==> config.mk <==
export PLATFORM = sky130hd
export DESIGN_NAME = uart_tx_mmio
export DESIGN_NICKNAME = d
export VERILOG_FILES = /design/src/rtl/uart_tx_mmio.sv
export SDC_FILE = /design/constraint.sdc
export NUM_CORES = 1
export LEC_CHECK = 0
export BUFFER_PORTS_ARGS = -buffer_cell sky130_fd_sc_hd__buf_2
export CORE_MARGIN = 4
export CORE_UTILIZATION = 61
export CTS_BUF_LIST = sky130_fd_sc_hd__clkbuf_4 sky130_fd_sc_hd__clkbuf_8
export DETAILED_ROUTE_END_ITERATION = 8
export GPL_ROUTABILITY_DRIVEN = 0
export GPL_TIMING_DRIVEN = 0
export MAX_ROUTING_LAYER = met4
export PLACE_DENSITY = 0.87
export REMOVE_ABC_BUFFERS = 1
export SETUP_SLACK_MARGIN = 0.4
export SYNTH_ARGS = -nofsm -noshare
export SYNTH_HDL_FRONTEND = slang
export SYNTH_SLANG_ARGS = --single-unit
==> constraint.sdc <==
create_clock -name clk -period 4.7 [get_ports clk]
set_input_delay 0.235 -clock clk [delete_from_list [all_inputs] [get_ports clk]]
set_output_delay 0.235 -clock clk [all_outputs]
set_load 0.01 [all_outputs]
==> src/rtl/uart_tx_mmio.sv <==
// Memory-mapped 8N1 UART transmitter: TXDATA/STATUS registers on the CPU data bus,
// a small byte FIFO and a registered serial shifter.
module uart_tx_mmio #(
  parameter logic [15:0] BASE_ADDR    = 16'hFF00,
  parameter int          CLKS_PER_BIT = 4,
  parameter int          FIFO_DEPTH   = 4
) (
  input  logic        clk,
  input  logic        rst,
  input  logic [15:0] addr_bus,
  input  logic        mem_we,
  input  logic [15:0] wr_data,
  output logic [15:0] rd_data,
  output logic        io_sel,
  output logic        tx
);

  localparam int PW = $clog2(FIFO_DEPTH);
  localparam int CW = PW + 1;
  localparam int BW = $clog2(CLKS_PER_BIT);
  localparam logic [15:0]   STATUS_ADDR = BASE_ADDR + 16'd1;
  localparam logic [BW-1:0] BAUD_LAST   = BW'(CLKS_PER_BIT - 1);
  localparam logic [CW-1:0] DEPTH_C     = CW'(FIFO_DEPTH);

  typedef enum logic [1:0] {S_IDLE, S_START, S_DATA, S_STOP} state_t;

  state_t          r_state;
  logic [BW-1:0]   r_baud;
  logic [2:0]      r_bit;
  logic            r_tx;
  logic [7:0]      r_shift;
  logic [7:0]      r_mem [FIFO_DEPTH];
  logic [PW-1:0]   r_wr_ptr;
  logic [PW-1:0]   r_rd_ptr;
  logic [CW-1:0]   r_count;
  logic            r_ovf;
  logic            r_hit_tx_q;
  logic            r_hit_st_q;

  logic            w_hit_tx;
  logic            w_hit_st;
  logic            w_acc_tx;
  logic            w_acc_st;
  logic            w_empty;
  logic            w_full;
  logic            w_busy;
  logic            w_push;
  logic            w_pop;
  logic            w_baud_end;
  logic [3:0]      w_cnt4;
  logic            w_unused_hi;

  // A held store strobe counts once: accept only on the first cycle of each hit.
  assign w_hit_tx   = mem_we && (addr_bus == BASE_ADDR);
  assign w_hit_st   = mem_we && (addr_bus == STATUS_ADDR);
  assign w_acc_tx   = w_hit_tx && !r_hit_tx_q;
  assign w_acc_st   = w_hit_st && !r_hit_st_q;

  assign w_empty    = (r_count == '0);
  assign w_full     = (r_count == DEPTH_C);
  assign w_busy     = (r_state != S_IDLE);
  assign w_baud_end = (r_baud == BAUD_LAST);
  assign w_push     = w_acc_tx && !w_full;
  assign w_pop      = !w_empty && ((r_state == S_IDLE) || ((r_state == S_STOP) && w_baud_end));
  assign w_cnt4     = 4'(r_count);
  assign w_unused_hi = ^wr_data[15:8];

  assign io_sel = (addr_bus == BASE_ADDR) || (addr_bus == STATUS_ADDR);
  assign tx     = r_tx;

  always_comb begin
    rd_data = 16'd0;
    if (addr_bus == STATUS_ADDR)
      rd_data = {8'd0, w_cnt4, r_ovf, w_busy, w_empty, w_full};
  end

  always_ff @(posedge clk or posedge rst) begin
    if (rst) begin
      r_hit_tx_q <= 1'b0;
      r_hit_st_q <= 1'b0;
      r_wr_ptr   <= '0;
      r_rd_ptr   <= '0;
      r_count    <= '0;
      r_ovf      <= 1'b0;
    end else begin
      r_hit_tx_q <= w_hit_tx;
      r_hit_st_q <= w_hit_st;
      if (w_push) r_wr_ptr <= r_wr_ptr + PW'(1);
      if (w_pop)  r_rd_ptr <= r_rd_ptr + PW'(1);
      case ({w_push, w_pop})
        2'b10:   r_count <= r_count + CW'(1);
        2'b01:   r_count <= r_count - CW'(1);
        default: r_count <= r_count;
      endcase
      // A dropped byte on the same edge as a clear leaves the flag set.
      if (w_acc_tx && w_full) r_ovf <= 1'b1;
      else if (w_acc_st)      r_ovf <= 1'b0;
    end
  end

  always_ff @(posedge clk) begin
    if (w_push) r_mem[r_wr_ptr] <= wr_data[7:0];
  end

  always_ff @(posedge clk) begin
    if (w_pop)
      r_shift <= r_mem[r_rd_ptr];
    else if ((r_state == S_DATA) && w_baud_end)
      r_shift <= {1'b0, r_shift[7:1]};
  end

  // tx is set on the same edge as the state change so every bit lasts exactly CLKS_PER_BIT cycles.
  always_ff @(posedge clk or posedge rst) begin
    if (rst) begin
      r_state <= S_IDLE;
      r_baud  <= '0;
      r_bit   <= '0;
      r_tx    <= 1'b1;
    end else begin
      case (r_state)
        S_IDLE: begin
          r_tx <= 1'b1;
          if (w_pop) begin
            r_state <= S_START;
            r_baud  <= '0;
            r_tx    <= 1'b0;
          end
        end
        S_START: begin
          if (w_baud_end) begin
            r_state <= S_DATA;
            r_baud  <= '0;
            r_bit   <= '0;
            r_tx    <= r_shift[0];
          end else begin
            r_baud <= r_baud + BW'(1);
          end
        end
        S_DATA: begin
          if (w_baud_end) begin
            r_baud <= '0;
            if (r_bit == 3'd7) begin
              r_state <= S_STOP;
              r_tx    <= 1'b1;
            end else begin
              r_bit <= r_bit + 3'd1;
              r_tx  <= r_shift[1];
            end
          end else begin
            r_baud <= r_baud + BW'(1);
          end
        end
        S_STOP: begin
          if (w_baud_end) begin
            r_baud <= '0;
            if (w_pop) begin
              r_state <= S_START;
              r_tx    <= 1'b0;
            end else begin
              r_state <= S_IDLE;
              r_tx    <= 1'b1;
            end
          end else begin
            r_baud <= r_baud + BW'(1);
          end
        end
        default: begin
          r_state <= S_IDLE;
          r_tx    <= 1'b1;
        end
      endcase
    end
  end

endmodule

==> results of run 1 <==
cell usage after synthesis (all sizes together) (5+ instances only):
cell and count:
a22o 5, and2 9, buf 11, dfrtp 17, edfxtp 40, ha 13, inv 10, mux2 10
mux4 8, nand2 5, nor2 15, nor3 5
cells by family after synthesis:
family          Yosys count  synth area share
flops                    58             0.605
simple gates             49             0.102
buf+inv                  23            0.0449
mux                      20             0.116
compound gates           17            0.0445
fa+ha+maj                14            0.0669
xor+xnor                  6            0.0193
other cells               1           0.00137
power by group through the flow:
| stage | sequential, mW | clock (mW) | combinational [mW] |
|---|---|---|---|
| floorplan | 0.652 | 0 | 0.162 |
| global placement | 0.655 | 0 | 0.204 |
| detailed placement | 0.660 | 0 | 0.214 |
| CTS | 0.649 | 0.490 | 0.214 |
| global route | 0.655 | 0.521 | 0.241 |
| finish | 0.648 | 0.481 | 0.212 |
cells in the final DEF, fill, tap and decap left out, types with 2 or more instances in the layout:
cell,synthesis,routed
buf_2,2,35
ha_1,13,13
xnor2_1,3,3
xor2_1,3,3
nor2_1,14,14
dfrtp_1,17,17
clkinv_2,0,2
mux2i_1,2,2
bufinv_16,0,2
o21ai_0,4,4
edfxtp_1,40,40
mux2_2,9,9
nor4_1,2,2
inv_1,10,10
a22o_1,5,5
nand2b_1,2,2
clkbuf_8,0,9
and2_1,9,9
mux4_2,8,8
nand4_1,3,3
nor3_1,5,5
conb_1,1,9
a21o_1,3,3
a21oi_1,2,2
nand2_1,5,5
through the flow:
step	hold slack, ns	setup slack [ns]
3_3_place_gp	0.366	1.90
2_1_floorplan	0.173	2.26
3_5_place_dp	0.372	1.83
6_report	0.0142	1.84
5_1_grt	0.0716	1.57
4_1_cts	0.0215	1.81
path summary, 6_finish.rpt:
kind / startpoint / end / slack [ns]
max: r_state[0] / r_count[2] / 1.84
max reg2reg: r_state[0] / r_count[2] / 1.84
min reg2reg: r_hit_st_q / r_ovf / 0.47
min: rst / r_bit[0] / 0.01
min in group clk: wr_data[5] / r_mem[3][5] / 0.12
max in group asynchronous: rst / r_state[1] / 4.24
registers in the layout, indices dropped and copies added, names as in the netlist, 2 cells and up:
signal / count
r_state: 2
r_bit: 3
r_wr_ptr: 2
r_mem: 32
r_rd_ptr: 2
r_baud: 2
r_shift: 8
r_count: 3
routing by layer:
| layer | routed length, um | global-route usage | vias to the layer above |
|---|---|---|---|
| met1 | 1810 | 0.223 | 761 |
| met5 | 0 | - | - |
| li1 | - | - | 760 |
| met2 | 2280 | 0.302 | 26 |
| met3 | 183 | 0.0761 | 4 |
| met4 | 29 | 0.0356 | 0 |
final cells by class:
type	count	share of cell area
Multi-Input combinational cell	115	0.315
Inverter	10	0.0120
Clock inverter	6	0.0260
Sequential cell	58	0.528
Tap cell	52	0.0208
Clock buffer	10	0.0420
Timing Repair Buffer	35	0.0560
==> impl_metrics.env, run 1 <==
export IMPL_netlist_instances=188
export IMPL_cellLeakagePower_nw=1.29
export IMPL_drive_above_1_share=0.316
export IMPL_cts_tree="yes"
export IMPL_finalNetCount=278
export IMPL_coreArea_um2=4350
export IMPL_finClkSkew_ns=0.0108
export IMPL_hold_buffers=0
export IMPL_p_comb_frac=0.158
export IMPL_synth_edff_count=40
export IMPL_finalHoldViolations=0
export IMPL_rsz0062_at_grt="no"
export IMPL_place_area_um2=2920
export IMPL_seq_power_share=0.483
export IMPL_setup_tns_ns=0
export IMPL_floorplan_die_area_um2=5610
export IMPL_async_reset_ff_frac=0.310
export IMPL_grt_overflow_total=0
export IMPL_instances_no_fill=286
export IMPL_drtPass1Iterations=4
export IMPL_layout_min_cycle_time_ns=2.86
export IMPL_clk_latency_ns=0.33
export IMPL_cts_buffers=9
export IMPL_status="finished, final reports clean"
export IMPL_critPathMaxStageDelay_ns=0.75
export IMPL_power_mw=1.34
export IMPL_maxSlewViolCount=0
export IMPL_ys_ff_latch=58
export IMPL_fin_crit_sh=0.609
export IMPL_synth_area_per_cell_um2=14.5
export IMPL_crit_fanout=13
export IMPL_ir_drop_mv=0.278
export IMPL_path_class="reg -> reg"
export IMPL_yosysWarnings=0
export IMPL_routed_wl_um=4300
export IMPL_h_tree_depth=3
export IMPL_synth_top_cells_by_area="edfxtp_1 (44%), dfrtp_1 (16%), mux4_2 (6.6%)"
export IMPL_die_y_um=74.9
export IMPL_via_per_inst=5.42
export IMPL_synth_top_area_cell="edfxtp_1"
export IMPL_p_int_mw=1.02
export IMPL_grt_max_degree=19
export IMPL_pwr_share_clk=0.359
export IMPL_pwr_density_cell_nw_per_um2=429
export IMPL_worstPathCellList="inv_1 > ha_1 > a21oi_1 > nor2_1 > ha_1 > inv_1 > fa_1 > xor2_1 > nor2_1 > xor2_1"
export IMPL_setup_viol=0
export IMPL_crit_path_start_kind="flop"
export IMPL_power_switching_mw=0.318
export IMPL_worst_path_buf_inv=2
export IMPL_fillCellCount=280
export IMPL_ys_types=39
export IMPL_post_cts_resized=0
export IMPL_synth_top_area_share=0.440
export IMPL_switching_share=0.237
export IMPL_io_pins=53
export IMPL_hpwl_um=3180
export IMPL_grt_pass1_wl_um=7350
export IMPL_multi_input_area_um2=985
export IMPL_postRouteAntennaNets=0
export IMPL_synth_yosys_seq_area_share=0.605
export IMPL_post_cts_buffers=0
export IMPL_rows=24
export IMPL_fin_area_um2=3130
export IMPL_final_util=0.718
export IMPL_crit_path_end_kind="flop"
export IMPL_clock_path_buffers=2
export IMPL_dp_cells=270
export IMPL_hp_class="in -> async"
export IMPL_worst_pin_slew_ns=0.968
export IMPL_grtUsageTotal=0.187
export IMPL_drv_cap=0
export IMPL_root_buffer="clkbuf_8"
export IMPL_remaining_drc_errors=0
export IMPL_required_ns=4.94
export IMPL_cp_arrival_ns=3.10
export IMPL_seq_area_um2=1650
export IMPL_dieWidth_um=74.9
export IMPL_cp_slowest_cell="nor2_1"
export IMPL_syn_cell_area_um2=2730
export IMPL_clk_pin_slew_ns=0.06
export IMPL_cts_num_sinks=58
export IMPL_reg2reg_depth=10
export IMPL_max_clock_freq_mhz=350
export IMPL_areaGrowthSynthToFinish_pct=14.6
export IMPL_num_antenna_cells=0
export IMPL_critical_path_cell_count=10
export IMPL_port_buffers=35
export IMPL_start_util=0.627
export IMPL_synth_ff_type="edfxtp_1"
export IMPL_path_delay_family="adder cells"
export IMPL_drtIter0Drc=56
export IMPL_wl_per_cell_um=15.0
export IMPL_antenna_found_initial=0
export IMPL_grt_pass1_vias=1610
export IMPL_slew_headroom=0.352
export IMPL_vias=1551
Note: power is estimated with default switching activity, not from simulation.
==> run 2, diff against run 1 <==
--- a/config.mk
+++ b/config.mk
@@ -7,13 +7,13 @@
 export LEC_CHECK = 0
 export BUFFER_PORTS_ARGS = -buffer_cell sky130_fd_sc_hd__buf_2
 export CORE_MARGIN = 4
-export CORE_UTILIZATION = 61
+export CORE_UTILIZATION = 51
 export CTS_BUF_LIST = sky130_fd_sc_hd__clkbuf_4 sky130_fd_sc_hd__clkbuf_8
 export DETAILED_ROUTE_END_ITERATION = 8
 export GPL_ROUTABILITY_DRIVEN = 0
 export GPL_TIMING_DRIVEN = 0
 export MAX_ROUTING_LAYER = met4
-export PLACE_DENSITY = 0.87
+export PLACE_DENSITY = 0.77
 export REMOVE_ABC_BUFFERS = 1
 export SETUP_SLACK_MARGIN = 0.4
 export SYNTH_ARGS = -nofsm -noshare
==> constraint.sdc (replaced) <==
create_clock -name clk -period 2.6 [get_ports clk]
set_input_delay 0.13 -clock clk [delete_from_list [all_inputs] [get_ports clk]]
set_output_delay 0.13 -clock clk [all_outputs]
set_load 0.01 [all_outputs]
==> impl_metrics.env, run 2 (synthesis gave the netlist of run 1 again) <==
export IMPL_status="finished, final reports clean"
export IMPL_via_per_inst=5.02
export IMPL_wl_per_cell_um=14.2
export IMPL_hp_class="in -> reg"
export IMPL_path_class="reg -> reg"
export IMPL_start_util=0.531
export IMPL_r2r_end="r_count[2]"
export IMPL_startpoint="r_count[0]"
export IMPL_grt_pass1_wl_um=7290
export IMPL_grt_overflow_total=0
export IMPL_layout_min_cycle_time_ns=2.07
export IMPL_fillCellCount=400
export IMPL_multi_input_area_um2=1010
export IMPL_vias=1556
export IMPL_clk_pin_slew_ns=0.06
export IMPL_largest_reg_flops=32
export IMPL_postRouteAntennaNets=0
export IMPL_setup_viol=0
export IMPL_pwr_density_cell_nw_per_um2=709
export IMPL_drtPass1Iterations=4
export IMPL_rsz0062_at_grt="no"
export IMPL_drive_above_1_share=0.350
export IMPL_final_util=0.618
export IMPL_ir_drop_mv=0.367
export IMPL_finalNetCount=284
export IMPL_drv_cap=0
export IMPL_crit_path_start_kind="flop"
export IMPL_slew_headroom=0.537
export IMPL_grtUsageTotal=0.158
export IMPL_worst_pin_slew_ns=0.694
export IMPL_die_y_um=81.2
export IMPL_final_cell_mix="edfxtp_1 (40), buf_2 (35), dfrtp_1 (17)"
export IMPL_root_buffer="clkbuf_8"
export IMPL_grt_pass1_vias=1480
export IMPL_rows=26
export IMPL_cp_arrival_ns=2.32
export IMPL_clock_path_buffers=2
export IMPL_max_clock_freq_mhz=482
export IMPL_io_pins=53
export IMPL_finalHoldViolations=0
export IMPL_maxSlewViolCount=0
export IMPL_drtIter0Drc=54
export IMPL_dieWidth_um=81.2
export IMPL_rr_startpoint="r_count[0]"
export IMPL_fin_crit_sh=0.797
export IMPL_rrSetupSlack_ns=0.53
export IMPL_areaGrowthSynthToFinish_pct=16.3
export IMPL_final_common_cell="edfxtp_1"
export IMPL_largestRegisters="r_mem: 32 flops, r_shift: 8 flops"
export IMPL_clk_latency_ns=0.33
export IMPL_place_ws_ns=-0.329
export IMPL_cellLeakagePower_nw=1.30
export IMPL_cts_buffers=9
export IMPL_finClkSkew_ns=0.00421
export IMPL_reg2reg_depth=10
export IMPL_floorplan_die_area_um2=6590
export IMPL_routed_wl_um=4400
export IMPL_setup_tns_ns=0
export IMPL_crit_path_end_kind="flop"
export IMPL_regMostFlops="r_mem"
export IMPL_grt_max_degree=19
export IMPL_coreArea_um2=5140
export IMPL_seq_area_um2=1650
export IMPL_remaining_drc_errors=0
export IMPL_h_tree_depth=3
export IMPL_num_antenna_cells=0
export IMPL_cts_num_sinks=58
export IMPL_cts_tree="yes"
export IMPL_worstSetupEndpoint="r_count[2]"
export IMPL_hpwl_um=3110
export IMPL_fin_ws_ns=0.527
export IMPL_antenna_found_initial=0
export IMPL_crit_fanout=4
export IMPL_port_buffers=35
export IMPL_required_ns=2.85
==> run 2: area by class of cell <==
type,instances,area share
Sequential cell,58,0.520
Multi-Input combinational cell,115,0.318
Timing Repair Buffer,41,0.0701
Clock buffer,10,0.0414
Tap cell,70,0.0276
Inverter,10,0.0118
Clock inverter,6,0.0106
==> run 2: metrics by stage <==
step / cells / hold slack, ns / area [um^2] / power [mW]
2_1_floorplan: 183 / 0.0678 / 2680 / 1.47
3_3_place_gp: 288 / 0.269 / 2940 / 1.56
3_5_place_dp: 288 / 0.285 / 2940 / 1.58
4_1_cts: 306 / 0.00243 / 3130 / 2.27
5_1_grt: 310 / 0.00481 / 3180 / 2.38
6_report: 310 / 0.0182 / 3180 / 2.25
==> run 2: critical path, cell delays in order, from the launching register on <==
cell     delay [ns]
dfrtp_1        0.42
or3b_4         0.41
nand4_1        0.13
nor2_4         0.06
inv_2          0.06
ha_4           0.13
inv_1          0.05
fa_2           0.33
xor2_1         0.14
nor2_1         0.13
xor2_1         0.15
==> run 2: how the worst min path moves through the flow <==
stage / startpoint / end / slack (ns) / depth (start not counted)
2_1_floorplan: rst / r_baud[0] / 0.07 / 1
6_report: wr_data[6] / r_mem[3][6] / 0.02 / 1
4_1_cts: wr_data[0] / r_mem[3][0] / 0.002 / 1
5_1_grt: wr_data[0] / r_mem[3][0] / 0.005 / 1
3_3_place_gp: rst / r_baud[0] / 0.27 / 2
3_5_place_dp: rst / r_count[2] / 0.28 / 2
==> run 2: power breakdown <==
| part | switching, mW | total, mW | internal, mW |
|---|---|---|---|
| combinational | 0.201 | 0.394 | 0.192 |
| clock | 0.335 | 0.681 | 0.347 |
| sequential | 0.0606 | 1.18 | 1.12 |
==> run 2: timing repair <==
| item | 4_1_cts | 5_1_grt |
|---|---|---|
| hold endpoints to repair | 17 | 0 |
| setup buffers | 1 | 4 |
| pin swaps | 2 | 4 |
| resized for setup | 3 | 5 |
| hold buffers | 1 | 0 |
| setup endpoints to repair | 18 | 1 |
| cloned | 0 | 0 |
==> run 2: per-layer routing <==
layer	up-vias	GRT usage	share of wire
li1	766	-	-
met1	745	0.188	0.43
met2	39	0.246	0.50
met3	6	0.0532	0.053
met4	0	0.0659	0.015
met5	-	-	0
==> run 3, diff against run 2 <==
--- a/config.mk
+++ b/config.mk
@@ -5,15 +5,16 @@
 export SDC_FILE = /design/constraint.sdc
 export NUM_CORES = 1
 export LEC_CHECK = 0
+export ABC_AREA = 1
 export BUFFER_PORTS_ARGS = -buffer_cell sky130_fd_sc_hd__buf_2
 export CORE_MARGIN = 4
-export CORE_UTILIZATION = 51
+export CORE_UTILIZATION = 52
 export CTS_BUF_LIST = sky130_fd_sc_hd__clkbuf_4 sky130_fd_sc_hd__clkbuf_8
 export DETAILED_ROUTE_END_ITERATION = 8
 export GPL_ROUTABILITY_DRIVEN = 0
 export GPL_TIMING_DRIVEN = 0
 export MAX_ROUTING_LAYER = met4
-export PLACE_DENSITY = 0.77
+export PLACE_DENSITY = 0.79
 export REMOVE_ABC_BUFFERS = 1
 export SETUP_SLACK_MARGIN = 0.4
 export SYNTH_ARGS = -nofsm -noshare
==> constraint.sdc (replaced) <==
create_clock -name clk -period 1.8 [get_ports clk]
set_input_delay 0.09 -clock clk [delete_from_list [all_inputs] [get_ports clk]]
set_output_delay 0.09 -clock clk [all_outputs]
set_load 0.01 [all_outputs]
==> impl_metrics.env, run 3 <==
export IMPL_wl_per_cell_um=15.0
export IMPL_largest_reg_flops=32
export IMPL_fillCellCount=326
export IMPL_netlist_instances=272
export IMPL_grt_overflow_total=0
export IMPL_slew_headroom=0.444
export IMPL_finalHoldViolations=0
export IMPL_finClkSkew_ns=0.00460
export IMPL_ys_types=32
export IMPL_fin_ws_ns=-0.153
export IMPL_via_per_inst=5.05
export IMPL_clk_pin_slew_ns=0.07
export IMPL_maxSlewViolCount=0
export IMPL_dp_cells=371
export IMPL_p_int_mw=2.22
export IMPL_clock_path_buffers=2
export IMPL_h_tree_depth=3
export IMPL_violations="setup timing"
export IMPL_drtPass1Iterations=4
export IMPL_synth_common_cells="nor2_1 (63), edfxtp_1 (40), inv_1 (27)"
export IMPL_status="complete, but fails checks"
export IMPL_synth_yosys_seq_area_share=0.591
export IMPL_crit_fanout=4
export IMPL_multi_input_area_um2=1110
export IMPL_grtUsageTotal=0.191
export IMPL_max_clock_freq_mhz=512
export IMPL_required_ns=2.02
export IMPL_cts_tree="yes"
export IMPL_finalNetCount=401
export IMPL_antenna_found_initial=0
export IMPL_coreArea_um2=5170
export IMPL_instances_no_fill=427
export IMPL_p_comb_frac=0.028
export IMPL_rows=26
export IMPL_drtIter0Drc=133
export IMPL_reg2reg_depth=11
export IMPL_vias=2158
export IMPL_floorplan_die_area_um2=6610
export IMPL_cellLeakagePower_nw=1.60
export IMPL_ys_ff_latch=58
export IMPL_hpwl_um=3490
export IMPL_setup_viol=2
export IMPL_root_buffer="clkbuf_8"
export IMPL_crit_path_start_kind="flop"
export IMPL_regMostFlops="r_mem"
export IMPL_worst_pin_slew_ns=0.831
export IMPL_start_util=0.540
export IMPL_rrSetupSlack_ns=-0.15
export IMPL_r2r_end="r_count[2]"
export IMPL_synth_top_cells_by_area="edfxtp_1 (43%), dfrtp_1 (15%), nor2_1 (8.5%)"
export IMPL_areaGrowthSynthToFinish_pct=33.8
export IMPL_worstSetupEndpoint="r_count[2]"
export IMPL_drive_above_1_share=0.339
export IMPL_routed_wl_um=6420
export IMPL_grt_max_degree=19
export IMPL_dieWidth_um=81.3
export IMPL_die_y_um=81.3
export IMPL_synth_most_common_cell="nor2_1"
export IMPL_cp_arrival_ns=2.17
export IMPL_power_mw=2.76
export IMPL_async_reset_ff_frac=0.310
export IMPL_num_antenna_cells=0
export IMPL_synth_top_area_share=0.430
export IMPL_fin_crit_sh=1.09
export IMPL_ir_drop_mv=0.521
export IMPL_seq_power_share=0.517
export IMPL_final_common_cell="nor2_1"
export IMPL_hp_class="in -> reg"
export IMPL_largestRegisters="r_mem: 32 flops, r_shift: 8 flops"
export IMPL_cts_buffers=9
export IMPL_cts_num_sinks=58
export IMPL_synth_top_area_cell="edfxtp_1"
export IMPL_postRouteAntennaNets=0
export IMPL_rr_startpoint="r_state[0]"
export IMPL_pwr_share_clk=0.455
export IMPL_fin_area_um2=3740
export IMPL_grt_pass1_vias=2005
export IMPL_synth_ff_type="edfxtp_1"
export IMPL_power_switching_mw=0.536
export IMPL_io_pins=53
export IMPL_rsz0062_at_grt="yes"
export IMPL_switching_share=0.194
export IMPL_clk_latency_ns=0.33
export IMPL_drv_cap=0
export IMPL_layout_min_cycle_time_ns=1.95
export IMPL_path_class="reg -> reg"
export IMPL_seq_area_um2=1650
export IMPL_port_buffers=35
export IMPL_yosysWarnings=0
export IMPL_grt_pass1_wl_um=9050
export IMPL_pwr_density_cell_nw_per_um2=738
export IMPL_synth_area_per_cell_um2=10.3
export IMPL_remaining_drc_errors=0
export IMPL_syn_cell_area_um2=2800
export IMPL_place_area_um2=2980
export IMPL_synth_edff_count=40
export IMPL_startpoint="r_state[0]"
export IMPL_place_ws_ns=-0.473
export IMPL_final_cell_mix="nor2_1 (59), edfxtp_1 (40), buf_2 (35)"
export IMPL_crit_path_end_kind="flop"
## run 3: cell count changes after synthesis, moves of 6 or more
cell and delta:
and2_1 -9, a31oi_1 +6, nand3_1 +8, mux4_2 -8, inv_1 +17, mux2_2 -9, nand2_1 +20, o21ai_0 +21
nor2_1 +49
## run 3: kinds of logic (layout without fill, tap and decap cells)
group                      Yosys count  count (layout)  share of synthesized area
and+or+nand+nor                    106             106                      0.159
AOI/OAI and AO/OA                   44              44                     0.0909
xor gates and xnor gates             3               3                    0.00940
other                                1               9                    0.00134
buffers and inverters               46             123                     0.0828
adders and majority gates           14              14                     0.0654
DFF                                 58              58                      0.591
## run 3: worst min path at each step
stage                     startpoint     endpoint  cells past startpoint
after global placement           rst  r_wr_ptr[0]                      2
after detailed placement         rst   r_count[2]                      2
final                         mem_we   r_hit_st_q                      3
after global routing          mem_we   r_hit_st_q                      3
after CTS                     mem_we   r_hit_st_q                      3
after floorplan                  rst    r_baud[0]                      1
## run 3: power by group through the flow
stage / registers, mW / clock network [mW] / logic, mW
after floorplan: 1.45 / 0 / 0.0212
after global placement: 1.45 / 0 / 0.0567
after detailed placement: 1.45 / 0 / 0.0592
after CTS: 1.43 / 1.27 / 0.0748
after global routing: 1.42 / 1.32 / 0.0881
final: 1.43 / 1.26 / 0.0769
## run 3: repair_timing
action | 4_1_cts | 5_1_grt
endpoints found under the hold margin | 49 | 0
setup endpoints to repair | 58 | 61
setup buffers | 11 | 20
hold buffers | 9 | 0
resized for setup | 25 | 33
pin swaps | 9 | 11
## run 3: worst max-delay path, cell delays in order, from the launching register on
cell      delay, ns
dfrtp_1        0.42
ha_2           0.22
inv_2          0.05
o21bai_4       0.12
nand2_4        0.08
inv_8          0.06
ha_4           0.13
inv_4          0.03
fa_2           0.35
a21oi_2        0.16
o21ai_2        0.07
xor2_1         0.13
## run 3: layout make-up
cell class | count | area share
flip-flops and latches | 58 | 0.442
multi-input cells | 176 | 0.297
repair buffers | 75 | 0.146
inverters | 32 | 0.0361
clock buffers | 9 | 0.0331
well taps | 70 | 0.0234
clock inverters | 7 | 0.0224
## run 3: metal layers
metal  wire (um)  part of all wire  track usage  vias up
li1            -                 -            -     1045
met1        2460              0.38        0.212     1028
met2        3490              0.54        0.315       72
met3         326             0.051       0.0521       13
met4         148             0.023       0.0997        0
met5           0                 0            -        -
## run 3: through the flow
step	utilization	hold WS [ns]	setup TNS, ns
6_report	0.723	0.0624	-0.164
5_1_grt	0.723	0.0727	-2.40
4_1_cts	0.665	0.0542	-0.163
3_5_place_dp	0.576	0.237	-7.43
3_3_place_gp	0.576	0.226	-7.35
2_1_floorplan	-	0.0278	-0.317
